==> src/rtl/spi_slave_core.sv <==
// Purpose: SPI mode-0 responder (MSB first, DATA_WIDTH-bit frames), pins oversampled in the clk domain.
// Latency: pin edges act SYNC_STAGES+1 clk after they occur; rx_valid rises one clk after the last sclk rise is seen.
// Backpressure: none on rx (rx_valid always fires, rx_data overwritten); tx side is a 1-entry holding register gated by tx_ready.
module spi_slave_core #(
  parameter int                    DATA_WIDTH  = 32,
  parameter int                    SYNC_STAGES = 2,
  parameter logic [DATA_WIDTH-1:0] IDLE_WORD   = '0
) (
  input  logic                  clk,
  input  logic                  reset,
  input  logic                  sclk,
  input  logic                  ss_n,
  input  logic                  mosi,
  output logic                  miso,
  output logic                  miso_oe,
  input  logic [DATA_WIDTH-1:0] tx_data,
  input  logic                  tx_valid,
  output logic                  tx_ready,
  output logic [DATA_WIDTH-1:0] rx_data,
  output logic                  rx_valid,
  output logic                  frame_abort,
  output logic                  tx_underrun,
  output logic                  busy
);

  localparam int CNT_W = $clog2(DATA_WIDTH + 1);

  typedef enum logic {ST_IDLE, ST_ACTIVE} state_t;

  state_t state, state_nxt;

  logic [SYNC_STAGES-1:0] sclk_sync, ss_sync, mosi_sync;
  logic                   sclk_hist, ss_hist;
  logic                   sclk_s, ss_s, mosi_s;
  logic                   sclk_rise, sclk_fall, ss_fall, ss_rise;

  logic                   hold_full;
  logic [DATA_WIDTH-1:0]  hold_data;
  logic [DATA_WIDTH-1:0]  load_word;

  // Only the bits below the MSB are kept: the MSB lives in the miso flop.
  logic [DATA_WIDTH-2:0]  tx_shift;
  logic [DATA_WIDTH-2:0]  rx_shift;
  logic [CNT_W-1:0]       bit_cnt;
  logic                   reload_pending;

  logic start_frame, load_tx, shift_tx, sample_rx, go_idle, abort;
  logic frame_done;

  // Metastability chains plus one history stage for edge detection; ss_n idles high.
  always_ff @(posedge clk or posedge reset) begin
    if (reset) begin
      sclk_sync <= '0;
      ss_sync   <= '1;
      mosi_sync <= '0;
      sclk_hist <= 1'b0;
      ss_hist   <= 1'b1;
    end else begin
      sclk_sync <= {sclk_sync[SYNC_STAGES-2:0], sclk};
      ss_sync   <= {ss_sync[SYNC_STAGES-2:0], ss_n};
      mosi_sync <= {mosi_sync[SYNC_STAGES-2:0], mosi};
      sclk_hist <= sclk_s;
      ss_hist   <= ss_s;
    end
  end

  assign sclk_s    = sclk_sync[SYNC_STAGES-1];
  assign ss_s      = ss_sync[SYNC_STAGES-1];
  assign mosi_s    = mosi_sync[SYNC_STAGES-1];
  assign sclk_rise = sclk_s & ~sclk_hist;
  assign sclk_fall = ~sclk_s & sclk_hist;
  assign ss_fall   = ~ss_s & ss_hist;
  assign ss_rise   = ss_s & ~ss_hist;

  // Word presented to the shifter at a frame start or back-to-back reload.
  assign load_word  = hold_full ? hold_data : IDLE_WORD;
  assign frame_done = sample_rx && (bit_cnt == CNT_W'(DATA_WIDTH - 1));

  // State register.
  always_ff @(posedge clk or posedge reset) begin
    if (reset) state <= ST_IDLE;
    else       state <= state_nxt;
  end

  // Next state and per-cycle datapath strobes; ss_rise wins over sclk edges.
  always_comb begin
    state_nxt   = state;
    start_frame = 1'b0;
    load_tx     = 1'b0;
    shift_tx    = 1'b0;
    sample_rx   = 1'b0;
    go_idle     = 1'b0;
    abort       = 1'b0;
    case (state)
      ST_IDLE: begin
        if (ss_fall) begin
          start_frame = 1'b1;
          load_tx     = 1'b1;
          state_nxt   = ST_ACTIVE;
        end
      end
      ST_ACTIVE: begin
        if (ss_rise) begin
          go_idle   = 1'b1;
          abort     = (bit_cnt != '0);
          state_nxt = ST_IDLE;
        end else begin
          sample_rx = sclk_rise;
          if (sclk_fall) begin
            load_tx  = reload_pending;
            shift_tx = ~reload_pending;
          end
        end
      end
      default: state_nxt = ST_IDLE;
    endcase
  end

  // Holding register: a load drains it; a capture fills it only when empty,
  // so a word arriving in the same cycle as a reload waits for the next frame.
  always_ff @(posedge clk or posedge reset) begin
    if (reset) begin
      hold_full <= 1'b0;
      hold_data <= '0;
    end else if (load_tx && hold_full) begin
      hold_full <= 1'b0;
    end else if (tx_valid && !hold_full) begin
      hold_full <= 1'b1;
      hold_data <= tx_data;
    end
  end

  // Shift registers, bit counter, rx word and one-cycle status pulses.
  always_ff @(posedge clk or posedge reset) begin
    if (reset) begin
      tx_shift       <= '0;
      rx_shift       <= '0;
      bit_cnt        <= '0;
      reload_pending <= 1'b0;
      miso           <= 1'b0;
      rx_data        <= '0;
      rx_valid       <= 1'b0;
      frame_abort    <= 1'b0;
      tx_underrun    <= 1'b0;
    end else begin
      rx_valid    <= 1'b0;
      frame_abort <= 1'b0;
      tx_underrun <= 1'b0;

      if (load_tx) begin
        tx_shift       <= load_word[DATA_WIDTH-2:0];
        miso           <= load_word[DATA_WIDTH-1];
        tx_underrun    <= ~hold_full;
        reload_pending <= 1'b0;
      end else if (shift_tx) begin
        tx_shift <= {tx_shift[DATA_WIDTH-3:0], 1'b0};
        miso     <= tx_shift[DATA_WIDTH-2];
      end

      if (start_frame) begin
        bit_cnt <= '0;
      end

      if (sample_rx) begin
        rx_shift <= {rx_shift[DATA_WIDTH-3:0], mosi_s};
        if (frame_done) begin
          rx_data        <= {rx_shift, mosi_s};
          rx_valid       <= 1'b1;
          bit_cnt        <= '0;
          reload_pending <= 1'b1;
        end else begin
          bit_cnt <= bit_cnt + CNT_W'(1);
        end
      end

      // Any partial rx bits are simply left behind; the next frame shifts them out.
      if (go_idle) begin
        miso           <= 1'b0;
        bit_cnt        <= '0;
        reload_pending <= 1'b0;
        frame_abort    <= abort;
      end
    end
  end

  assign busy     = (state == ST_ACTIVE);
  assign miso_oe  = (state == ST_ACTIVE);
  assign tx_ready = ~hold_full;

endmodule

==> config.mk <==
export PLATFORM = sky130hd
export DESIGN_NAME = spi_slave_core
export DESIGN_NICKNAME = d
export VERILOG_FILES = /design/src/rtl/spi_slave_core.sv
export SDC_FILE = /design/constraint.sdc
export NUM_CORES = 1
export LEC_CHECK = 0
export CELL_PAD_IN_SITES_DETAIL_PLACEMENT = 0
export CELL_PAD_IN_SITES_GLOBAL_PLACEMENT = 1
export CORE_ASPECT_RATIO = 0.6
export CORE_UTILIZATION = 44
export CTS_CLUSTER_DIAMETER = 80
export DETAILED_ROUTE_END_ITERATION = 16
export HOLD_SLACK_MARGIN = 0.05
export PLACE_DENSITY_LB_ADDON = 0.1
export SYNTH_ARGS = -nofsm -noshare
export SYNTH_HDL_FRONTEND = slang
export SYNTH_SLANG_ARGS = --single-unit
==> constraint.sdc <==
create_clock -name clk -period 6.3 [get_ports clk]
set_input_delay 0.63 -clock clk [delete_from_list [all_inputs] [get_ports clk]]
set_output_delay 0.63 -clock clk [all_outputs]
set_load 0.05 [all_outputs]
After elaboration in Yosys (flattened, before gate mapping)
Cells that the tools add are included.

word-level totals
  RAM bits = 0
  flip-flop bits (word level) = 147
  logic and storage cells = 78
  memories kept = 0
  memory bits (read-only) = 0
  output and inout port bits = 39
  bits in latches = 0
  bits of input ports = 38

operators by class
  mux-type cells = 36
  div/mod/pow operators = 0
  bitwise logic cells = 12
  equality and inequality tests = 1
  add/subtract/negate cells = 1
  $mul = 0
  reduce and logical (&&, ||, !) cells = 11
  shifts and indexed selects = 0
  magnitude comparators = 0

operator list
  operator                                                                number
  31-bit two-way mux                                                      2
  32-bit two-way mux                                                      1
  1-bit two-way mux                                                       27
  6-bit two-way mux                                                       4
  1-bit inverter                                                          8
  6-bit by 1-bit adder with 6-bit output (second input constant)          1
  6-bit by 5-bit equality test with 1-bit output (second input constant)  1
  3-bit nonzero test                                                      2
  6-bit nonzero test                                                      1
  1-bit AND                                                               4
  1-bit case mux with 2 select lines                                      2
  2-bit AND reduction                                                     2
  2-bit nonzero test                                                      2
  1-bit logical AND                                                       3
  1-bit zero test                                                         1

Longest topological paths before layout
Gate-level depths: netlist (run 1).

  depth after elaboration = 9
  depth in mapped cells = 6
  mapped depth without buffers = 5

Worst setup path before layout (run 1)
No wires, ideal clock.

  kind = reg-to-reg
  start point = register state, in the netlist busy
  end point = register rx_data[18]
  stages on the path, launching flop included = 5
  setup time = 125 ps
  required time = 6,175 ps
  data arrival time = 1,919 ps
  period minus slack after synthesis = 2,044 ps
  path buffers = 1
  setup slack = 4,256 ps
  cells stage by stage = dfrtp_1 nand3b_1 nor4_4 buf_6 mux2_2

between the ends
  longest elaborated chain between the ends = 3

RTL lines
  what                                    line  RTL
  start, declared                         30    state_t state, state_nxt;
  start signal, assigned                  82    else state <= state_nxt;
  1-bit two-way mux *                     94    case (state)
  1-bit logical AND                       77    assign frame_done = sample_rx && (bit_cnt == CNT_W'(DATA_WIDTH - 1));
  2-bit AND reduction (no source line) *  n/a
  end signal, assigned                    167   rx_data <= {rx_shift, mosi_s};
  end, declared                           19    output logic [DATA_WIDTH-1:0] rx_data,

Mark *: on every way between the ends. The rest lies on a longest branch, timed or not.
A chain may end at the register's enable or synchronous reset.

Worst setup path after layout (run 1)
  start point = register state, in the netlist busy
  end point = output port miso_oe

RTL lines
  what           line  RTL
  end, declared  15    output logic miso_oe,

No word-level cell between the ends.

==> results_dict.tcl, run 1 <==
set metrics [dict create \
    min_path_type "flop to flop" \
    top_metal_used "met4" \
    port_buffers 76 \
    clock.fmax_mhz 393.7 \
    crit_arrival_ns 1.91 \
    critical_path_peak_fanout 14 \
    floorplan.die.height_um 91.74 \
    dr.pass1.iters 4 \
    postLayoutCellArea_mm2 0.007415 \
    yosysTopAreaCellShare 0.6102 \
    synthTopCellsByCount "sky130_fd_sc_hd__dfrtp_1, sky130_fd_sc_hd__mux2_2, sky130_fd_sc_hd__a21oi_1, sky130_fd_sc_hd__nor2_1, sky130_fd_sc_hd__nand3_1" \
    min_delay_worst_endpoint "mosi_sync[1]" \
    power.static_leakage_nw 3.209 \
    crit_chain "clkdlybuf4s50_1" \
    post_drt_wl_per_cell_um 15.61 \
    wirelength_met1_mm 5.647 \
    final-setup-viol-count 0 \
    post_route_drc_violation_count 0 \
    area_growth_pct 25.55 \
    synthesis.area_mm2 0.005906 \
    cts_hold_buffers 0 \
    drive_gt1_frac 0.2546 \
    worstSetupStartpointType "flop" \
    synthesis.area_per_instance_um2 12.81 \
    yosys.cell_count.top_type "sky130_fd_sc_hd__dfrtp_1" \
    diodes 0 \
    dr.first_iter.drc_count 194 \
    ctsRootBufferMaster "sky130_fd_sc_hd__clkbuf_16" \
    cts.path.max_buffers 2 \
    max_slew_margin 0.2217 \
    number_of_enable_flip_flop_cells_after_synthesis 0 \
    timing.max_cap.violations 0 \
    initial_antenna_violation_count 0 \
    synth_cells 461 \
    hold_violations 0 \
    met2_wirelength_mm 4.922 \
    crit_required_ns 5.67 \
    tritoncts_num_sinks 147 \
    hp-start "mosi_sync[0]" \
    global_route_usage_sum 0.1757 \
    htree_levels 4 \
    path_buf_inv 1 \
    place_area_mm2 0.006799 \
    critical-path-top-delay-family "buffers and inverters" \
    initial_core_utilization 0.4552 \
    route.antenna.remaining_nets 0 \
    grt_max_degree 91 \
    grt-ovfl-total 0 \
    fin_crit_sh 0.4032 \
    synth.area.top_cells "sky130_fd_sc_hd__dfrtp_1, sky130_fd_sc_hd__mux2_2, sky130_fd_sc_hd__a21oi_1" \
    cts.repair_timing.setup_buffer_count 0 \
    power.density_mw_per_mm2 374.0 \
    placeableCoreArea_mm2 0.01297 \
    synth.ff_latch_count 147 \
    synth.yosys.seq_area_share 0.6235 \
    reg2reg_to "tx_shift[8]" \
    instances_no_fill 716 \
    report.final.slew_viol_count 0 \
    kind_of_capture_point_of_the_worst_setup_path "output pin" \
    clk_pin_slew_worst_paths_ns 0.06 \
    critical_path.reg2reg.startpoint "busy" \
    final.fill_count 1080 \
    row_count 32 \
    max_slew.worst_pin.slew_ns 1.168 \
    r2r_slack_ns 3.78 \
    ys.warnings.count 0 \
    num_io_pins 77 \
    gp_routability_congestion 0.7151 \
    drt-vias-per-instance 5.267 \
    first_global_vias 3698 \
    cts_tree "done" \
    synth_area_leader_cell "sky130_fd_sc_hd__dfrtp_1" \
    synthesized_netlist_net_count 501 \
    run_status "complete, no violations" \
    fin_setup_tns_ns 0 \
    clk-insertion-delay-late_ns 0.41 \
    vias 3771 \
    vdd.ir_drop.worst_mv 0.1846 \
    fin_crit_ns 2.540 \
    design.die.area_mm2 0.01390 \
    timing.critical_path.slowest_cell_delay_ns 0.89 \
    critical_path.slowest_cell "sky130_fd_sc_hd__clkdlybuf4s50_1" \
    grt_pass1_wl_mm 18.80 \
    post_synth_num_cell_types 37 \
    placedCellCount 684 \
    fin_nets 573 \
    synth_top_flop_cell "sky130_fd_sc_hd__dfrtp_1" \
    cts-buffers-inserted 17 \
    postSynth.asyncResetShare 1.000 \
    floorplan.die.width_um 151.6 \
    utilization 0.5716 \
    ctsResizeCount 0 \
    setup.worst_path.class "flop to output pin" \
    dpl.hpwl_mm 6.884 \
    r2r.worst_path.cells 4 \
    holdPathStages 0 \
    wirelength_mm 11.18 \
    clock_skew_ns 0.01087 \
    grt_setup_unrepaired "no" \
    wl_met3_um 459 \
]
[worst max path at each step]
stage | from | endpoint | slack (ns) | cells after the start
detailed placement | reset | rx_data[3] | 3.77 | 3
finish | busy | miso_oe | 3.76 | 1
CTS | busy | tx_shift[8] | 3.73 | 4
global placement | reset | rx_shift[3] | 3.80 | 3
floorplan | reset | bit_cnt[0] | 1.72 | 1
global route | busy | tx_shift[8] | 3.51 | 4
[layer usage]
layer / track usage / vias to the layer above
li1: - / 1777
met1: 0.2576 / 1901
met2: 0.2496 / 80
met3: 0.04129 / 13
met4: 0.07096 / 0
met5: 0 / -
[logic make-up after synthesis]
| kind of cell | share of synthesized area |
|---|---|
| buf+inv | 0.02945 |
| compound gates | 0.08072 |
| simple gates | 0.07924 |
| flops | 0.6235 |
| mux | 0.1828 |
| fa+ha+maj | 0.004237 |
[where the power goes]
group / internal [W] / total, W / switching, W
Clock: 0.000665 / 0.00105 / 0.000390
Sequential: 0.00116 / 0.00128 / 0.000126
Combinational: 0.000222 / 0.000434 / 0.000212
[per-stage QoR]
| step | total power [W] | setup WS [ns] | hold WS [ns] |
|---|---|---|---|
| 3_5_place_dp | 0.001737 | 3.775 | 0.3413 |
| 3_3_place_gp | 0.001716 | 3.797 | 0.3355 |
| 5_1_grt | 0.002912 | 3.512 | 0.3565 |
| 2_1_floorplan | 0.001603 | 1.724 | 0.3312 |
| 6_report | 0.002773 | 3.760 | 0.3527 |
| 4_1_cts | 0.002806 | 3.729 | 0.3552 |
[flip-flops by register name, summed over array words and instances (netlist names), 2 cells and up]
signal     cells
hold_data     32
rx_data       32
rx_shift      31
tx_shift      31
bit_cnt        6
mosi_sync      2
sclk_sync      2
ss_sync        2
[placed cells by master (no fill, tap or decap), types with 2 or more instances in the layout]
cell type,netlist,final
sky130_fd_sc_hd__a211oi_1,2,2
sky130_fd_sc_hd__a21o_1,3,3
sky130_fd_sc_hd__a21oi_1,70,69
sky130_fd_sc_hd__a22o_1,2,2
sky130_fd_sc_hd__a31oi_1,2,2
sky130_fd_sc_hd__buf_4,1,5
sky130_fd_sc_hd__bufinv_16,0,4
sky130_fd_sc_hd__clkbuf_1,10,3
sky130_fd_sc_hd__clkbuf_16,0,17
sky130_fd_sc_hd__clkdlybuf4s50_1,0,76
sky130_fd_sc_hd__clkinv_2,0,2
sky130_fd_sc_hd__clkinvlp_4,0,3
sky130_fd_sc_hd__dfrtp_1,144,144
sky130_fd_sc_hd__dfstp_2,3,3
sky130_fd_sc_hd__ha_1,2,2
sky130_fd_sc_hd__inv_1,6,5
sky130_fd_sc_hd__inv_6,0,3
sky130_fd_sc_hd__mux2_2,94,94
sky130_fd_sc_hd__nand2_1,7,7
sky130_fd_sc_hd__nand3_1,33,33
sky130_fd_sc_hd__nor2_1,37,37
sky130_fd_sc_hd__nor2b_1,5,4
sky130_fd_sc_hd__nor3_1,3,2
sky130_fd_sc_hd__o21ai_0,4,4
[cell type report]
cell class,instances,area (um^2),area share
sequential,147,3682,0.4966
clock buffer,20,436.7,0.05889
inverter,6,27.53,0.003712
clock inverter,12,178.9,0.02413
tap,170,212.7,0.02869
multi-input combinational,280,2078,0.2803
timing repair buffer,81,798.3,0.1077
No activity file was read; power rests on OpenSTA's default activity.
==> run 2: changes to the inputs <==
==> constraint.sdc (replaced) <==
create_clock -name clk -period 2.45 [get_ports clk]
set_input_delay 0.245 -clock clk [delete_from_list [all_inputs] [get_ports clk]]
set_output_delay 0.245 -clock clk [all_outputs]
set_load 0.05 [all_outputs]
==> run 2 against run 1 <==
Compared with the run above:
- worst setup slack worse by 3.5 ns
- clock skew is 0.0047 ns higher
- sequential share of layout area down 0.74 points
- sequential power rose to 2.6 times the previous value
- die area unchanged
- critical path depth unchanged
- power increased to 2.5 times the previous value
==> results_dict.tcl, run 2 (synthesis gave the netlist of run 1 again) <==
set metrics [dict create \
    run_status "complete, no violations" \
    grt_max_degree 76 \
    cts-buffers-inserted 17 \
    reg.largest.list "hold_data: 32 flops, rx_data: 32 flops" \
    crit_chain "clkdlybuf4s50_1" \
    fin_setup_tns_ns 0 \
    post_route_drc_violation_count 0 \
    grt-ovfl-total 0 \
    critical-path-top-delay-family "buffers and inverters" \
    wirelength_mm 11.11 \
    timing.max_cap.violations 0 \
    crit_required_ns 2.20 \
    grt_setup_unrepaired "no" \
    diodes 0 \
    ctsRootBufferMaster "sky130_fd_sc_hd__clkbuf_16" \
    gp_routability_congestion 0.7991 \
    htree_levels 4 \
    route.antenna.remaining_nets 0 \
    first_global_vias 3606 \
    drive_gt1_frac 0.2694 \
    hp-start "ss_n" \
    placeableCoreArea_mm2 0.01297 \
    setup.worst_path.class "flop to output pin" \
    clk-insertion-delay-late_ns 0.42 \
    post_drt_wl_per_cell_um 15.36 \
    path_buf_inv 1 \
    port_buffers 76 \
    critical_path_peak_fanout 14 \
    layout_commonest_cell "sky130_fd_sc_hd__dfrtp_1" \
    min_path_type "primary input to flop" \
    dr.first_iter.drc_count 161 \
    hold_violations 0 \
    initial_antenna_violation_count 0 \
    fin_nets 581 \
    clock.fmax_mhz 465.5 \
    placedCellCount 692 \
    clock_skew_ns 0.01558 \
    vias 3735 \
    cts.repair_timing.setup_buffer_count 0 \
    worstSetupStartpointType "flop" \
    dpl.hpwl_mm 6.918 \
    report.final.slew_viol_count 0 \
    floorplan.die.height_um 91.74 \
    fin_crit_sh 0.8768 \
    cts_tree "done" \
    area_growth_pct 27.46 \
    cp-startpoint "busy" \
    clk_pin_slew_worst_paths_ns 0.06 \
    ctsResizeCount 0 \
    num_io_pins 77 \
    design.die.area_mm2 0.01390 \
    power.static_leakage_nw 3.262 \
    max_slew_margin 0.5612 \
    cts.path.max_buffers 2 \
    most_frequent_cells_in_the_layout "sky130_fd_sc_hd__dfrtp_1, sky130_fd_sc_hd__mux2_2, sky130_fd_sc_hd__clkdlybuf4s50_1, sky130_fd_sc_hd__a21oi_1, sky130_fd_sc_hd__nor2_1" \
    global_route_usage_sum 0.1757 \
    critical_path.reg2reg.startpoint "busy" \
    dr.pass1.iters 4 \
    grt_pass1_wl_mm 18.75 \
    tritoncts_num_sinks 147 \
    timing.critical_path.slowest_cell_delay_ns 0.90 \
    max_slew.worst_pin.slew_ns 0.6493 \
    drt-vias-per-instance 5.166 \
    vdd.ir_drop.worst_mv 0.4616 \
    initial_core_utilization 0.4552 \
    final-setup-viol-count 0 \
    fin_crit_ns 2.148 \
    power.density_mw_per_mm2 938.5 \
    instances_no_fill 723 \
    floorplan.die.width_um 151.6 \
    row_count 32 \
    crit_arrival_ns 1.90 \
    critical_path.slowest_cell "sky130_fd_sc_hd__clkdlybuf4s50_1" \
    cts_hold_buffers 0 \
    kind_of_capture_point_of_the_worst_setup_path "output pin" \
]
-- run 2: final cells by class --
class                      instances  area [um^2]
tap                              170        212.7
sequential                       147         3682
inverter                           6        26.28
timing repair buffer              89        933.4
multi-input combinational        280         2078
clock buffer                      17        425.4
fill                            1044         5445
clock inverter                    14        168.9
-- run 2: power by group --
| group | switching [W] | internal [W] | leakage, nW |
|---|---|---|---|
| Combinational | 0.000544 | 0.000609 | 1.13 |
| Sequential | 0.000318 | 0.00298 | 1.85 |
| Clock | 0.00108 | 0.00153 | 0.283 |
-- run 2: through the flow --
stage | setup slack [ns] | util | area [um^2] | total power [W] | hold slack [ns]
after global placement | 0.5164 | 0.5344 | 6933 | 0.004456 | 0.3419
after detailed placement | 0.4079 | 0.5344 | 6933 | 0.004503 | 0.3363
final | 0.3018 | 0.5802 | 7527 | 0.007064 | 0.2528
after CTS | 0.2950 | 0.5802 | 7527 | 0.007155 | 0.2374
after floorplan | 0.3604 | - | 5909 | 0.004122 | 0.2495
after global routing | 0.2370 | 0.5802 | 7527 | 0.007443 | 0.2386
-- run 2: layer usage --
metal  wire length [um]  up-vias  GRT usage
met5                  0        -          0
li1                   -     1798          -
met3                396        9    0.04229
met2               4768       66     0.2314
met1               5838     1862     0.2723
met4                105        0    0.07178
-- run 2: worst paths after layout --
path	cells past startpoint	slack [ns]	to
max	1	0.30	miso_oe
min	1	0.25	ss_sync[0]
max reg2reg	5	0.38	tx_shift[10]
min reg2reg	0	0.35	sclk_sync[1]
max in group asynchronous	3	1.77	ss_hist
min in group asynchronous	3	0.32	hold_data[12]
==> run 3: changes to the inputs <==
--- a/config.mk
+++ b/config.mk
@@ -8,6 +8,7 @@
 export CELL_PAD_IN_SITES_DETAIL_PLACEMENT = 0
 export CELL_PAD_IN_SITES_GLOBAL_PLACEMENT = 1
 export CORE_ASPECT_RATIO = 0.6
+export CORE_MARGIN = 1.5
 export CORE_UTILIZATION = 44
 export CTS_CLUSTER_DIAMETER = 80
 export DETAILED_ROUTE_END_ITERATION = 16
==> run 3 against run 2 <==
Compared with the run above:
- maximum frequency rose by 1.3%
- non-clock buffer count grew 2
- global-route usage up 0.067 points
- critical endpoint unchanged
==> results_dict.tcl, run 3 (synthesis gave the netlist of run 1 again) <==
set metrics [dict create \
    run_status "complete, no violations" \
    num_io_pins 77 \
    critical_path_peak_fanout 14 \
    ctsResizeCount 0 \
    post_drt_wl_per_cell_um 15.87 \
    critical-path-top-delay-family "buffers and inverters" \
    placement.setup.worst_slack_ns 0.3942 \
    fin_nets 583 \
    area_growth_pct 27.63 \
    dr.first_iter.drc_count 200 \
    port_buffers 76 \
    post_route_drc_violation_count 0 \
    clock_skew_ns 0.01140 \
    wirelength_met1_mm 5.858 \
    placeableCoreArea_mm2 0.01297 \
    wirelength_mm 11.52 \
    initial_antenna_violation_count 0 \
    dpl.hpwl_mm 7.543 \
    floorplan.die.width_um 152.6 \
    top_metal_used "met4" \
    fin_crit_sh 0.8654 \
    final-setup-viol-count 0 \
    cts.repair_timing.setup_buffer_count 0 \
    cts.path.max_buffers 2 \
    reg.largest.list "hold_data: 32 flops, rx_data: 32 flops" \
    initial_core_utilization 0.4552 \
    gp_routability_congestion 0.7650 \
    global_route_usage_sum 0.1764 \
    ctsRootBufferMaster "sky130_fd_sc_hd__clkbuf_16" \
    timing.max_cap.violations 0 \
    sequential_cell_area_mm2 0.003682 \
    grt_setup_unrepaired "no" \
    setup_slack_ns 0.3298 \
    setup.worst_path.class "flop to output pin" \
    dr.pass1.iters 4 \
    max_slew.worst_pin.slew_ns 0.6222 \
    crit_required_ns 2.20 \
    timing.critical_path.slowest_cell_delay_ns 0.89 \
    met2_wirelength_mm 5.085 \
    place_area_mm2 0.006935 \
    postLayoutCellArea_mm2 0.007537 \
    design.die.area_mm2 0.01415 \
    tritoncts_num_sinks 147 \
    first_global_vias 3793 \
    drt-vias-per-instance 5.233 \
    crit_arrival_ns 1.88 \
    placedCellCount 694 \
    report.final.slew_viol_count 0 \
    grt-ovfl-total 0 \
    most_frequent_cells_in_the_layout "sky130_fd_sc_hd__dfrtp_1, sky130_fd_sc_hd__mux2_2, sky130_fd_sc_hd__clkdlybuf4s50_1, sky130_fd_sc_hd__a21oi_1, sky130_fd_sc_hd__nor2_1" \
    fin_crit_ns 2.120 \
    grt_pass1_wl_mm 19.71 \
    row_count 32 \
    cts_hold_buffers 0 \
    crit_chain "clkdlybuf4s50_1" \
    cts_tree "done" \
    max_slew_margin 0.5795 \
    power.static_leakage_nw 3.271 \
    diodes 0 \
    vdd.ir_drop.worst_mv 0.5174 \
    hold_violations 0 \
    cts-buffers-inserted 17 \
    fin_setup_tns_ns 0 \
    min_path_type "primary input to async pin" \
    route.antenna.remaining_nets 0 \
    path_buf_inv 1 \
    worstSetupStartpointType "flop" \
    utilization 0.5810 \
    grt_max_degree 55 \
    htree_levels 4 \
    drive_gt1_frac 0.2716 \
    kind_of_capture_point_of_the_worst_setup_path "output pin" \
    layout_commonest_cell "sky130_fd_sc_hd__dfrtp_1" \
    multiInputGateArea_mm2 0.002078 \
    vias 3799 \
    instances_no_fill 726 \
    clk-insertion-delay-late_ns 0.41 \
    clock.fmax_mhz 471.7 \
    floorplan.die.height_um 92.74 \
    clk_pin_slew_worst_paths_ns 0.06 \
    power.density_mw_per_mm2 939.4 \
    wl_met3_um 426 \
    final.fill_count 1064 \
    critical_path.slowest_cell "sky130_fd_sc_hd__clkdlybuf4s50_1" \
]
[run 3: changes by cell type in the layout (fill, tap and decap cells not counted), moves of 3 or more]
cell	change
sky130_fd_sc_hd__clkinv_2	+4
sky130_fd_sc_hd__inv_6	-4
sky130_fd_sc_hd__buf_4	+3
sky130_fd_sc_hd__inv_8	-3
[run 3: metal layers]
| metal | track usage | vias up |
|---|---|---|
| li1 | - | 1794 |
| met1 | 0.2599 | 1916 |
| met2 | 0.2511 | 77 |
| met3 | 0.04492 | 12 |
| met4 | 0.06250 | 0 |
| met5 | 0 | - |
[run 3: final cells by class]
class / instances / area share
Sequential cell: 147 / 0.4885
Multi-Input combinational cell: 280 / 0.2757
Timing Repair Buffer: 91 / 0.1242
Clock buffer: 19 / 0.05876
Tap cell: 170 / 0.02822
Clock inverter: 13 / 0.02108
Inverter: 6 / 0.003486
[run 3: through the flow]
stage	total power (W)	hold WS, ns
floorplan	0.004122	0.2495
CTS	0.007174	0.1952
global route	0.007447	0.2364
detailed placement	0.004510	0.3370
global placement	0.004448	0.3392
finish	0.007080	0.1958
[run 3: worst paths after layout]
kind                       slack (ns)             to          from  cells past startpoint
max in group asynchronous        1.57  hold_data[22]         reset                      3
min in group clk                 0.25     ss_sync[0]          ss_n                      1
setup reg to reg                 0.42     rx_data[6]          busy                      4
setup / recovery                 0.33        miso_oe          busy                      1
hold reg to reg                  0.35   sclk_sync[1]  sclk_sync[0]                      0
hold / removal                   0.20    rx_data[20]         reset                      2
[run 3: where the power goes]
part           internal [W]  switching, W
logic              0.000603      0.000544
clock network       0.00163       0.00100
registers           0.00298      0.000323
